### config.mk
export PLATFORM = sky130hd
export DESIGN_NAME = m_port_par_flat
export DESIGN_NICKNAME = d
export VERILOG_FILES = /design/src/rtl/m_port_par_if.sv /design/src/rtl/m_port_par.sv /design/src/flat_wrapper.sv
export SDC_FILE = /design/constraint.sdc
export NUM_CORES = 1
export LEC_CHECK = 0
export BUFFER_PORTS_ARGS = -buffer_cell sky130_fd_sc_hd__buf_2
export CORE_UTILIZATION = 53
export DETAILED_ROUTE_END_ITERATION = 16
export PLACE_DENSITY_LB_ADDON = 0.3
export SYNTH_ARGS = -nofsm -noshare
export SYNTH_HDL_FRONTEND = slang
export SYNTH_SLANG_ARGS = --single-unit
### constraint.sdc
create_clock -name clk -period 2.85 [get_ports clk]
set_input_delay 0.57 -clock clk [delete_from_list [all_inputs] [get_ports clk]]
set_output_delay 0.57 -clock clk [all_outputs]
set_load 0.1 [all_outputs]
### src/rtl/m_port_par_if.sv
// Parallel master-side and serial bus-side signals of the m_port_par master port.
// The master modport is the port's view; the slave modport is the surrounding system's view.
interface m_port_par_if #(
    parameter int ADDR_WIDTH = 16,
    parameter int DATA_WIDTH = 8,
    parameter int LANES      = 1
);
    // parallel master interface
    logic                  m_start;
    logic                  m_rw;
    logic [ADDR_WIDTH-1:0] m_addr;
    logic [DATA_WIDTH-1:0] m_wdata;
    logic                  m_busy;
    logic [DATA_WIDTH-1:0] m_rdata;
    logic                  m_rdata_valid;
    logic                  m_ack;
    logic                  m_err;
    logic                  m_split;

    // arbitration
    logic                  arb_req;
    logic                  arb_grant;

    // serial bus
    logic [LANES-1:0]      bus_tx;
    logic                  bus_tx_valid;
    logic                  bus_mode;
    logic                  bus_rw;
    logic [LANES-1:0]      bus_rx;
    logic                  bus_rx_valid;
    logic                  s_ack;
    logic                  s_split;

    modport master (
        input  m_start, m_rw, m_addr, m_wdata,
        output m_busy, m_rdata, m_rdata_valid, m_ack, m_err, m_split,
        output arb_req,
        input  arb_grant,
        output bus_tx, bus_tx_valid, bus_mode, bus_rw,
        input  bus_rx, bus_rx_valid, s_ack, s_split
    );

    modport slave (
        output m_start, m_rw, m_addr, m_wdata,
        input  m_busy, m_rdata, m_rdata_valid, m_ack, m_err, m_split,
        input  arb_req,
        output arb_grant,
        input  bus_tx, bus_tx_valid, bus_mode, bus_rw,
        output bus_rx, bus_rx_valid, s_ack, s_split
    );
endinterface

### src/rtl/m_port_par.sv
// Next-generation serial bus master port: arbitration, multi-lane LSB-first
// serialisation of address/write data, read deserialisation, split suspension,
// grant-loss restart and completion timeout. All outputs are registered.
module m_port_par #(
    parameter int ADDR_WIDTH = 16,
    parameter int DATA_WIDTH = 8,
    parameter int LANES      = 1,
    parameter int TIMEOUT    = 256
) (
    input  logic        clk,
    input  logic        rst_n,
    m_port_par_if.master mp
);
    localparam int AB   = ADDR_WIDTH / LANES;
    localparam int DB   = DATA_WIDTH / LANES;
    localparam int BMAX = (AB > DB) ? AB : DB;
    localparam int CW   = $clog2(BMAX + 1);
    localparam int TW   = (TIMEOUT > 1) ? $clog2(TIMEOUT) : 1;

    localparam logic [CW-1:0] AB_N     = CW'(AB);
    localparam logic [CW-1:0] DB_N     = CW'(DB);
    localparam logic [TW-1:0] TMO_LAST = (TIMEOUT > 0) ? TW'(TIMEOUT - 1) : '0;

    localparam logic [2:0] S_IDLE  = 3'd0;
    localparam logic [2:0] S_REQ   = 3'd1;
    localparam logic [2:0] S_ADDR  = 3'd2;
    localparam logic [2:0] S_WDATA = 3'd3;
    localparam logic [2:0] S_WACK  = 3'd4;
    localparam logic [2:0] S_RDATA = 3'd5;
    localparam logic [2:0] S_SPLIT = 3'd6;

    logic [2:0]            state;
    logic                  rw_q;
    logic [ADDR_WIDTH-1:0] addr_q;
    logic [DATA_WIDTH-1:0] wdata_q;
    logic [DATA_WIDTH-1:0] rdata_q;
    logic [CW-1:0]         cnt;
    logic [CW-1:0]         rx_cnt;
    logic                  ack_seen;
    logic [TW-1:0]         tmo_cnt;

    logic                  busy_q;
    logic [DATA_WIDTH-1:0] m_rdata_q;
    logic                  rvalid_q;
    logic                  ack_q;
    logic                  err_q;
    logic                  split_q;
    logic                  arb_req_q;
    logic [LANES-1:0]      tx_q;
    logic                  tx_valid_q;
    logic                  mode_q;
    logic                  bus_rw_q;

    // read-side next values: beat insertion, completion, progress and timeout detection
    logic [DATA_WIDTH-1:0] rx_ins;
    logic [CW-1:0]         rx_cnt_nx;
    logic                  rd_done;
    logic                  progress;
    logic                  tmo_hit;

    // Completion must see a beat arriving in the same cycle as s_ack, so the
    // insertion is computed combinationally and committed on the completion edge.
    always_comb begin
        rx_ins    = rdata_q;
        rx_cnt_nx = rx_cnt;
        if (mp.bus_rx_valid && (rx_cnt < DB_N)) begin
            rx_ins[int'(rx_cnt) * LANES +: LANES] = mp.bus_rx;
            rx_cnt_nx = rx_cnt + CW'(1);
        end
        rd_done  = (rx_cnt_nx == DB_N) && (ack_seen || mp.s_ack);
        progress = mp.bus_rx_valid || mp.s_ack;
        tmo_hit  = (TIMEOUT > 0) && !progress && (tmo_cnt == TMO_LAST);
    end

    // transaction sequencer and registered outputs
    always_ff @(posedge clk or negedge rst_n) begin
        if (!rst_n) begin
            state      <= S_IDLE;
            rw_q       <= 1'b0;
            addr_q     <= '0;
            wdata_q    <= '0;
            rdata_q    <= '0;
            cnt        <= '0;
            rx_cnt     <= '0;
            ack_seen   <= 1'b0;
            tmo_cnt    <= '0;
            busy_q     <= 1'b0;
            m_rdata_q  <= '0;
            rvalid_q   <= 1'b0;
            ack_q      <= 1'b0;
            err_q      <= 1'b0;
            split_q    <= 1'b0;
            arb_req_q  <= 1'b0;
            tx_q       <= '0;
            tx_valid_q <= 1'b0;
            mode_q     <= 1'b0;
            bus_rw_q   <= 1'b0;
        end else begin
            rvalid_q <= 1'b0;
            ack_q    <= 1'b0;
            err_q    <= 1'b0;

            case (state)
                S_IDLE: begin
                    if (mp.m_start) begin
                        rw_q      <= mp.m_rw;
                        addr_q    <= mp.m_addr;
                        wdata_q   <= mp.m_wdata;
                        rdata_q   <= '0;
                        cnt       <= '0;
                        rx_cnt    <= '0;
                        ack_seen  <= 1'b0;
                        tmo_cnt   <= '0;
                        busy_q    <= 1'b1;
                        bus_rw_q  <= mp.m_rw;
                        arb_req_q <= 1'b1;
                        mode_q    <= 1'b0;
                        state     <= S_REQ;
                    end
                end

                S_REQ: begin
                    if (mp.arb_grant) begin
                        tx_q       <= addr_q[LANES-1:0];
                        tx_valid_q <= 1'b1;
                        mode_q     <= 1'b0;
                        cnt        <= CW'(1);
                        state      <= S_ADDR;
                    end
                end

                S_ADDR: begin
                    if (!mp.arb_grant) begin
                        tx_q       <= '0;
                        tx_valid_q <= 1'b0;
                        mode_q     <= 1'b0;
                        cnt        <= '0;
                        state      <= S_REQ;
                    end else if (cnt < AB_N) begin
                        tx_q <= addr_q[int'(cnt) * LANES +: LANES];
                        cnt  <= cnt + CW'(1);
                    end else if (rw_q) begin
                        tx_q   <= wdata_q[LANES-1:0];
                        mode_q <= 1'b1;
                        cnt    <= CW'(1);
                        state  <= S_WDATA;
                    end else begin
                        tx_q       <= '0;
                        tx_valid_q <= 1'b0;
                        mode_q     <= 1'b1;
                        arb_req_q  <= 1'b0;
                        tmo_cnt    <= '0;
                        state      <= S_RDATA;
                    end
                end

                S_WDATA: begin
                    if (!mp.arb_grant) begin
                        tx_q       <= '0;
                        tx_valid_q <= 1'b0;
                        mode_q     <= 1'b0;
                        cnt        <= '0;
                        state      <= S_REQ;
                    end else if (cnt < DB_N) begin
                        tx_q <= wdata_q[int'(cnt) * LANES +: LANES];
                        cnt  <= cnt + CW'(1);
                    end else begin
                        tx_q       <= '0;
                        tx_valid_q <= 1'b0;
                        arb_req_q  <= 1'b0;
                        tmo_cnt    <= '0;
                        state      <= S_WACK;
                    end
                end

                S_WACK: begin
                    if (mp.s_ack) begin
                        ack_q    <= 1'b1;
                        busy_q   <= 1'b0;
                        bus_rw_q <= 1'b0;
                        mode_q   <= 1'b0;
                        state    <= S_IDLE;
                    end else if (tmo_hit) begin
                        err_q    <= 1'b1;
                        busy_q   <= 1'b0;
                        bus_rw_q <= 1'b0;
                        mode_q   <= 1'b0;
                        state    <= S_IDLE;
                    end else begin
                        tmo_cnt <= progress ? '0 : tmo_cnt + TW'(1);
                    end
                end

                S_RDATA: begin
                    rdata_q <= rx_ins;
                    rx_cnt  <= rx_cnt_nx;
                    if (mp.s_ack) ack_seen <= 1'b1;
                    if (rd_done) begin
                        m_rdata_q <= rx_ins;
                        rvalid_q  <= 1'b1;
                        ack_q     <= 1'b1;
                        busy_q    <= 1'b0;
                        bus_rw_q  <= 1'b0;
                        mode_q    <= 1'b0;
                        state     <= S_IDLE;
                    end else if (mp.s_split && (rx_cnt == '0) && !mp.bus_rx_valid) begin
                        split_q <= 1'b1;
                        state   <= S_SPLIT;
                    end else if (tmo_hit) begin
                        err_q    <= 1'b1;
                        busy_q   <= 1'b0;
                        bus_rw_q <= 1'b0;
                        mode_q   <= 1'b0;
                        state    <= S_IDLE;
                    end else begin
                        tmo_cnt <= progress ? '0 : tmo_cnt + TW'(1);
                    end
                end

                S_SPLIT: begin
                    rdata_q <= rx_ins;
                    rx_cnt  <= rx_cnt_nx;
                    if (mp.s_ack) ack_seen <= 1'b1;
                    if (mp.bus_rx_valid) begin
                        split_q <= 1'b0;
                        tmo_cnt <= '0;
                        if (rd_done) begin
                            m_rdata_q <= rx_ins;
                            rvalid_q  <= 1'b1;
                            ack_q     <= 1'b1;
                            busy_q    <= 1'b0;
                            bus_rw_q  <= 1'b0;
                            mode_q    <= 1'b0;
                            state     <= S_IDLE;
                        end else begin
                            state <= S_RDATA;
                        end
                    end
                end

                default: state <= S_IDLE;
            endcase
        end
    end

    assign mp.m_busy        = busy_q;
    assign mp.m_rdata       = m_rdata_q;
    assign mp.m_rdata_valid = rvalid_q;
    assign mp.m_ack         = ack_q;
    assign mp.m_err         = err_q;
    assign mp.m_split       = split_q;
    assign mp.arb_req       = arb_req_q;
    assign mp.bus_tx        = tx_q;
    assign mp.bus_tx_valid  = tx_valid_q;
    assign mp.bus_mode      = mode_q;
    assign mp.bus_rw        = bus_rw_q;
endmodule
### src/flat_wrapper.sv
// flat-port wrapper written by rule: the top's interface ports become plain ports
module m_port_par_flat 
#(
    parameter int ADDR_WIDTH = 16,
    parameter int DATA_WIDTH = 8,
    parameter int LANES      = 1,
    parameter int TIMEOUT    = 256
)
  (clk, rst_n, mp_m_start, mp_m_rw, mp_m_addr, mp_m_wdata, mp_m_busy, mp_m_rdata, mp_m_rdata_valid, mp_m_ack, mp_m_err, mp_m_split, mp_arb_req, mp_arb_grant, mp_bus_tx, mp_bus_tx_valid, mp_bus_mode, mp_bus_rw, mp_bus_rx, mp_bus_rx_valid, mp_s_ack, mp_s_split);
  m_port_par_if #(.ADDR_WIDTH(ADDR_WIDTH), .DATA_WIDTH(DATA_WIDTH), .LANES(LANES)) mp_i ();
  input  logic clk;
  input  logic rst_n;
  input wire logic [$bits(mp_i.m_start)-1:0] mp_m_start;
  input wire logic [$bits(mp_i.m_rw)-1:0] mp_m_rw;
  input wire logic [$bits(mp_i.m_addr)-1:0] mp_m_addr;
  input wire logic [$bits(mp_i.m_wdata)-1:0] mp_m_wdata;
  output wire logic [$bits(mp_i.m_busy)-1:0] mp_m_busy;
  output wire logic [$bits(mp_i.m_rdata)-1:0] mp_m_rdata;
  output wire logic [$bits(mp_i.m_rdata_valid)-1:0] mp_m_rdata_valid;
  output wire logic [$bits(mp_i.m_ack)-1:0] mp_m_ack;
  output wire logic [$bits(mp_i.m_err)-1:0] mp_m_err;
  output wire logic [$bits(mp_i.m_split)-1:0] mp_m_split;
  output wire logic [$bits(mp_i.arb_req)-1:0] mp_arb_req;
  input wire logic [$bits(mp_i.arb_grant)-1:0] mp_arb_grant;
  output wire logic [$bits(mp_i.bus_tx)-1:0] mp_bus_tx;
  output wire logic [$bits(mp_i.bus_tx_valid)-1:0] mp_bus_tx_valid;
  output wire logic [$bits(mp_i.bus_mode)-1:0] mp_bus_mode;
  output wire logic [$bits(mp_i.bus_rw)-1:0] mp_bus_rw;
  input wire logic [$bits(mp_i.bus_rx)-1:0] mp_bus_rx;
  input wire logic [$bits(mp_i.bus_rx_valid)-1:0] mp_bus_rx_valid;
  input wire logic [$bits(mp_i.s_ack)-1:0] mp_s_ack;
  input wire logic [$bits(mp_i.s_split)-1:0] mp_s_split;
  assign mp_i.m_start = mp_m_start;
  assign mp_i.m_rw = mp_m_rw;
  assign mp_i.m_addr = mp_m_addr;
  assign mp_i.m_wdata = mp_m_wdata;
  assign mp_m_busy = mp_i.m_busy;
  assign mp_m_rdata = mp_i.m_rdata;
  assign mp_m_rdata_valid = mp_i.m_rdata_valid;
  assign mp_m_ack = mp_i.m_ack;
  assign mp_m_err = mp_i.m_err;
  assign mp_m_split = mp_i.m_split;
  assign mp_arb_req = mp_i.arb_req;
  assign mp_i.arb_grant = mp_arb_grant;
  assign mp_bus_tx = mp_i.bus_tx;
  assign mp_bus_tx_valid = mp_i.bus_tx_valid;
  assign mp_bus_mode = mp_i.bus_mode;
  assign mp_bus_rw = mp_i.bus_rw;
  assign mp_i.bus_rx = mp_bus_rx;
  assign mp_i.bus_rx_valid = mp_bus_rx_valid;
  assign mp_i.s_ack = mp_s_ack;
  assign mp_i.s_split = mp_s_split;
  m_port_par #(.ADDR_WIDTH(ADDR_WIDTH), .DATA_WIDTH(DATA_WIDTH), .LANES(LANES), .TIMEOUT(TIMEOUT)) u_core (.clk(clk), .rst_n(rst_n), .mp(mp_i));
endmodule
==> key figures <==
Synthesis
  – Post-Synth Adder-Cell Area: 0.0210
  – Post-Syn Area: 4180 sq um
  – Sequential area share after synthesis: 0.438
  – Synth Net Count: 438
  – Distinct cells, synth: 67
  – FF+latch count, synth: 73
  – Post-synth ARST share: 1.00
  – Largest family of logic cells by synthesized area: compound AO/OA/AOI/OAI gates
  – Multiplexer share of the synthesized area: 0.160
  – Syn_area_per_cell: 10.5 sq um
  – Mapped Cells: 398
  – Synth top area share: 0.438
  – XOR/XNOR Fraction of Synth Area: 0.00210
  – Synth area leaders: dfrtp_1, mux2_2, mux4_2
  – Main synth FF type: dfrtp_1
  – Synthesis Warnings: 0
  – Complex-gate fraction of the synthesized area: 0.174
  – Cell taking the most area after synthesis: dfrtp_1
  – EDFF count, synth: 0
  – Simple-gate share of the synthesized area: 0.159

Worst setup path
  – Delay-heaviest family, CP: simple AND/OR/NAND/NOR gates
  – Crit path buffers/inverters: 2
  – CP max FO: 7
  – Critical Path Slowest Stage Cell: or3b_2
  – Crit path top cell by count: inv_1
  – Critical-path cell list: inv_1 -> ha_4 -> or3b_2 -> inv_1 -> ha_1 -> nand2_2 -> a2111oi_4 -> nand3_2 -> mux2_2 -> mux2_4
  – Largest stage delay, worst path: 0.48 ns
  – CP required: 3.09 ns
  – Worst path depth: 10
  – R2R cell count: 10
  – Crit path DAT: 3.00 ns
  – Startpoint type of the worst setup path: flop
  – Crit end category: flop
  – Critical path class: reg -> reg

Pwr
  – Internal power: 2.51 mW
  – Net Sw Power: 1.87 mW
  – Combinational Power Share: 0.465
  – Maximum vdd drop: 0.000503 V
  – Final Total Pwr: 4.38 mW
  – Sequential Power Share: 0.357
  – Leakage: 2.15 nW
  – Clk pwr share: 0.178
  – PD cells: 894 nW/um^2
  – Switching Share: 0.427

Drt
  – Met1 wire length: 4.34 mm
  – Pre-Repair DR Iteration Count: 4
  – Detailed-route DRC error count: 0
  – Via Count: 3452
  – Per-cell routed wire length: 17.3 microns
  – Drt total wl: 9.73 mm
  – Routed met3 length: 625 microns
  – Vias per Instance: 6.14
  – Initial drt markers: 171
  – Max Used Layer: met4
  – WL met2: 4.61 mm
  – ANT nets after route: 0

Floorplanning
  – Die X: 90.8 microns
  – Core Rows: 31
  – Die Y: 90.8 microns
  – Starting density of the core: 0.561
  – Core Region: 7450 sq um
  – Boundary pin count: 51
  – Die area: 8240 sq um

Min path
  – Hold Crit Class: in -> async

Timing
  – Post-layout min period: 2.75 ns
  – Hold Vio Cnt, Final: 0
  – Relative slew margins: 0.395
  – Final setup vio count: 0
  – Maximum clock rate: 0.363 GHz
  – Setup Skew: 0.0126 ns
  – Pins over their slew limit: 0
  – Tcrit/Tclk final: 0.966
  – Slew at the pin with the worst max-slew slack: 0.900 ns
  – Setup TNS: 0 ns

GRT
  – GRT Util Overall: 0.248
  – Largest net degree at the start of global routing: 32
  – First-pass GRT wire length: 16.3 mm
  – Via count of the first global-routing pass: 3351
  – Grt total ovfl: 0
  – Initial antenna violation count: 0

Layout
  – Final net count: 498
  – Filler Cell Count: 618
  – Multi-input logic area: 2240 sq um
  – Layout cells sized above 1: 0.348
  – Area growth syn-to-layout: 17.3%
  – Sequential cell area: 1830 sq um
  – Diodes inserted: 0

Outcome
  – Status: complete, no violations

Clocking
  – Clock latency on the worst-skew pair: 0.36 ns
  – # hold bufs at CTS: 0
  – Num CTS Buffers: 9
  – CTS tree: done
  – Root buffer cell: clkbuf_8
  – CTS max path bufs: 2
  – Clock sink total: 73
  – H-tree depth: 3
  – Reg clk slew, reported paths: 0.09 ns

Placed design
  – GPL Wtd Cong: 0.966
  – IO Port Bufs: 50
  – Hpwl dp: 6.87 mm

Run
  – Max-cap viol count: 0
[area by class of cell]
type                    count  share of cell area
multi-input cells         281               0.458
flip-flops and latches     73               0.373
repair buffers             71              0.0884
clock buffers               9              0.0253
well taps                  99              0.0253
inverters                  22              0.0169
clock inverters             7              0.0130
[worst reg2reg max path, stage by stage (launching register included)]
cell and delay, ns:
dfrtp_1 0.38, inv_1 0.10, ha_4 0.18, or3b_2 0.48, inv_1 0.09, ha_1 0.20, nand2_2 0.11, a2111oi_4 0.36
nand3_2 0.16, mux2_2 0.31, mux2_4 0.25
[registers in the layout, indices dropped and copies added (netlist names), 3 cells and up]
register           cells
u_core.tmo_cnt         8
u_core.wdata_q         8
u_core.state           3
u_core.rx_cnt          5
u_core.cnt             5
u_core.addr_q         16
u_core.mp.m_rdata      8
u_core.rdata_q         8
[power by group through the flow]
stage                     registers (mW)  clock network [mW]  logic, mW
after CTS                           1.56               0.799       1.99
final                               1.57               0.780       2.04
after floorplan                     1.75                   0       1.32
after detailed placement            1.59                   0       1.98
after global routing                1.61               0.840       2.19
after global placement              1.57                   0       1.94
[stage by stage]
| stage | util | worst slack [ns] | area, sq um | std cells | hold slack [ns] |
|---|---|---|---|---|---|
| finish | 0.658 | 0.0968 | 4900 | 562 | 0.209 |
| CTS | 0.651 | 0.113 | 4840 | 561 | 0.219 |
| detailed placement | 0.625 | 0.144 | 4660 | 545 | 0.486 |
| floorplan | - | 0.0394 | 4210 | 398 | 0.274 |
| global placement | 0.625 | 0.186 | 4660 | 545 | 0.478 |
| global route | 0.658 | -0.0479 | 4900 | 562 | 0.240 |
[path summary, 6_finish.rpt]
path	endpoint	startpoint	slack (ns)
max reg2reg	u_core.mp.m_rdata[6]	u_core.rx_cnt[0]	0.1
min reg2reg	u_core.tmo_cnt[7]	u_core.tmo_cnt[7]	0.50
max in group asynchronous	u_core.rdata_q[1]	rst_n	2.05
max	u_core.mp.m_rdata[6]	u_core.rx_cnt[0]	0.1
min	u_core.wdata_q[7]	rst_n	0.21
min in group clk	u_core.addr_q[14]	mp_m_addr[14]	0.43
[cells by family after synthesis]
family | count (synthesis)
AO/OA/AOI/OAI | 103
XOR/XNOR | 1
adder cells (fa/ha/maj) | 7
buffers and inverters | 44
flip-flops | 73
multiplexers | 50
AND/OR/NAND/NOR | 120
[layout by cell type, fill, tap and decap left out, types with 3 or more instances in the layout]
cell	netlist	layout
a2111oi_4	0	3
a21o_1	3	3
a21oi_1	19	19
a2bb2oi_1	3	3
a31oi_1	5	5
and3_1	4	4
buf_2	1	50
buf_4	1	19
clkbuf_8	0	9
dfrtp_1	73	73
ha_1	7	5
inv_1	22	22
inv_6	0	5
mux2_2	33	33
mux2_4	8	8
mux4_2	7	7
nand2_1	23	22
nand2b_1	5	5
nand3_1	18	15
nand3_2	0	3
nand4_1	7	7
nor2_1	22	22
nor2b_1	9	9
nor3_1	8	7
nor4_1	4	4
o21ai_0	21	21
o21bai_1	3	3
o22a_1	6	6
o22ai_1	9	9
o31ai_1	5	5
or3b_2	3	3
[what timing repair did]
action / CTS / global route
endpoints found under the hold margin: 0 / 0
buffers inserted: 0 / 1
gates resized for setup: 0 / 7
endpoints found under the setup margin: 0 / 5
[routing by layer]
metal | GRT usage | up-vias
met3 | 0.0412 | 16
met1 | 0.343 | 1676
met4 | 0.0901 | 0
li1 | - | 1611
met2 | 0.390 | 149
met5 | 0 | -
[cells in the mapped netlist, types with 2 or more instances]
master	count
a2111oi_0	2
a211o_1	2
a21o_1	3
a21o_2	2
a21oi_1	19
a221o_1	2
a2bb2oi_1	3
a31oi_1	5
and2_1	2
and3_1	4
buf_1	2
buf_6	3
clkbuf_1	15
dfrtp_1	73
ha_1	7
inv_1	22
mux2_2	33
mux2_4	8
mux2i_1	2
mux4_2	7
nand2_1	23
nand2b_1	5
nand3_1	18
nand4_1	7
nor2_1	22
nor2b_1	9
nor3_1	8
nor3b_1	2
nor4_1	4
o21a_1	2
o21ai_0	21
o21ba_2	2
o21bai_1	3
o22a_1	6
o22ai_1	9
o311ai_0	2
o31ai_1	5
o32a_1	2
or2_2	2
or3b_2	3
Power figures use the tool's default switching activity.
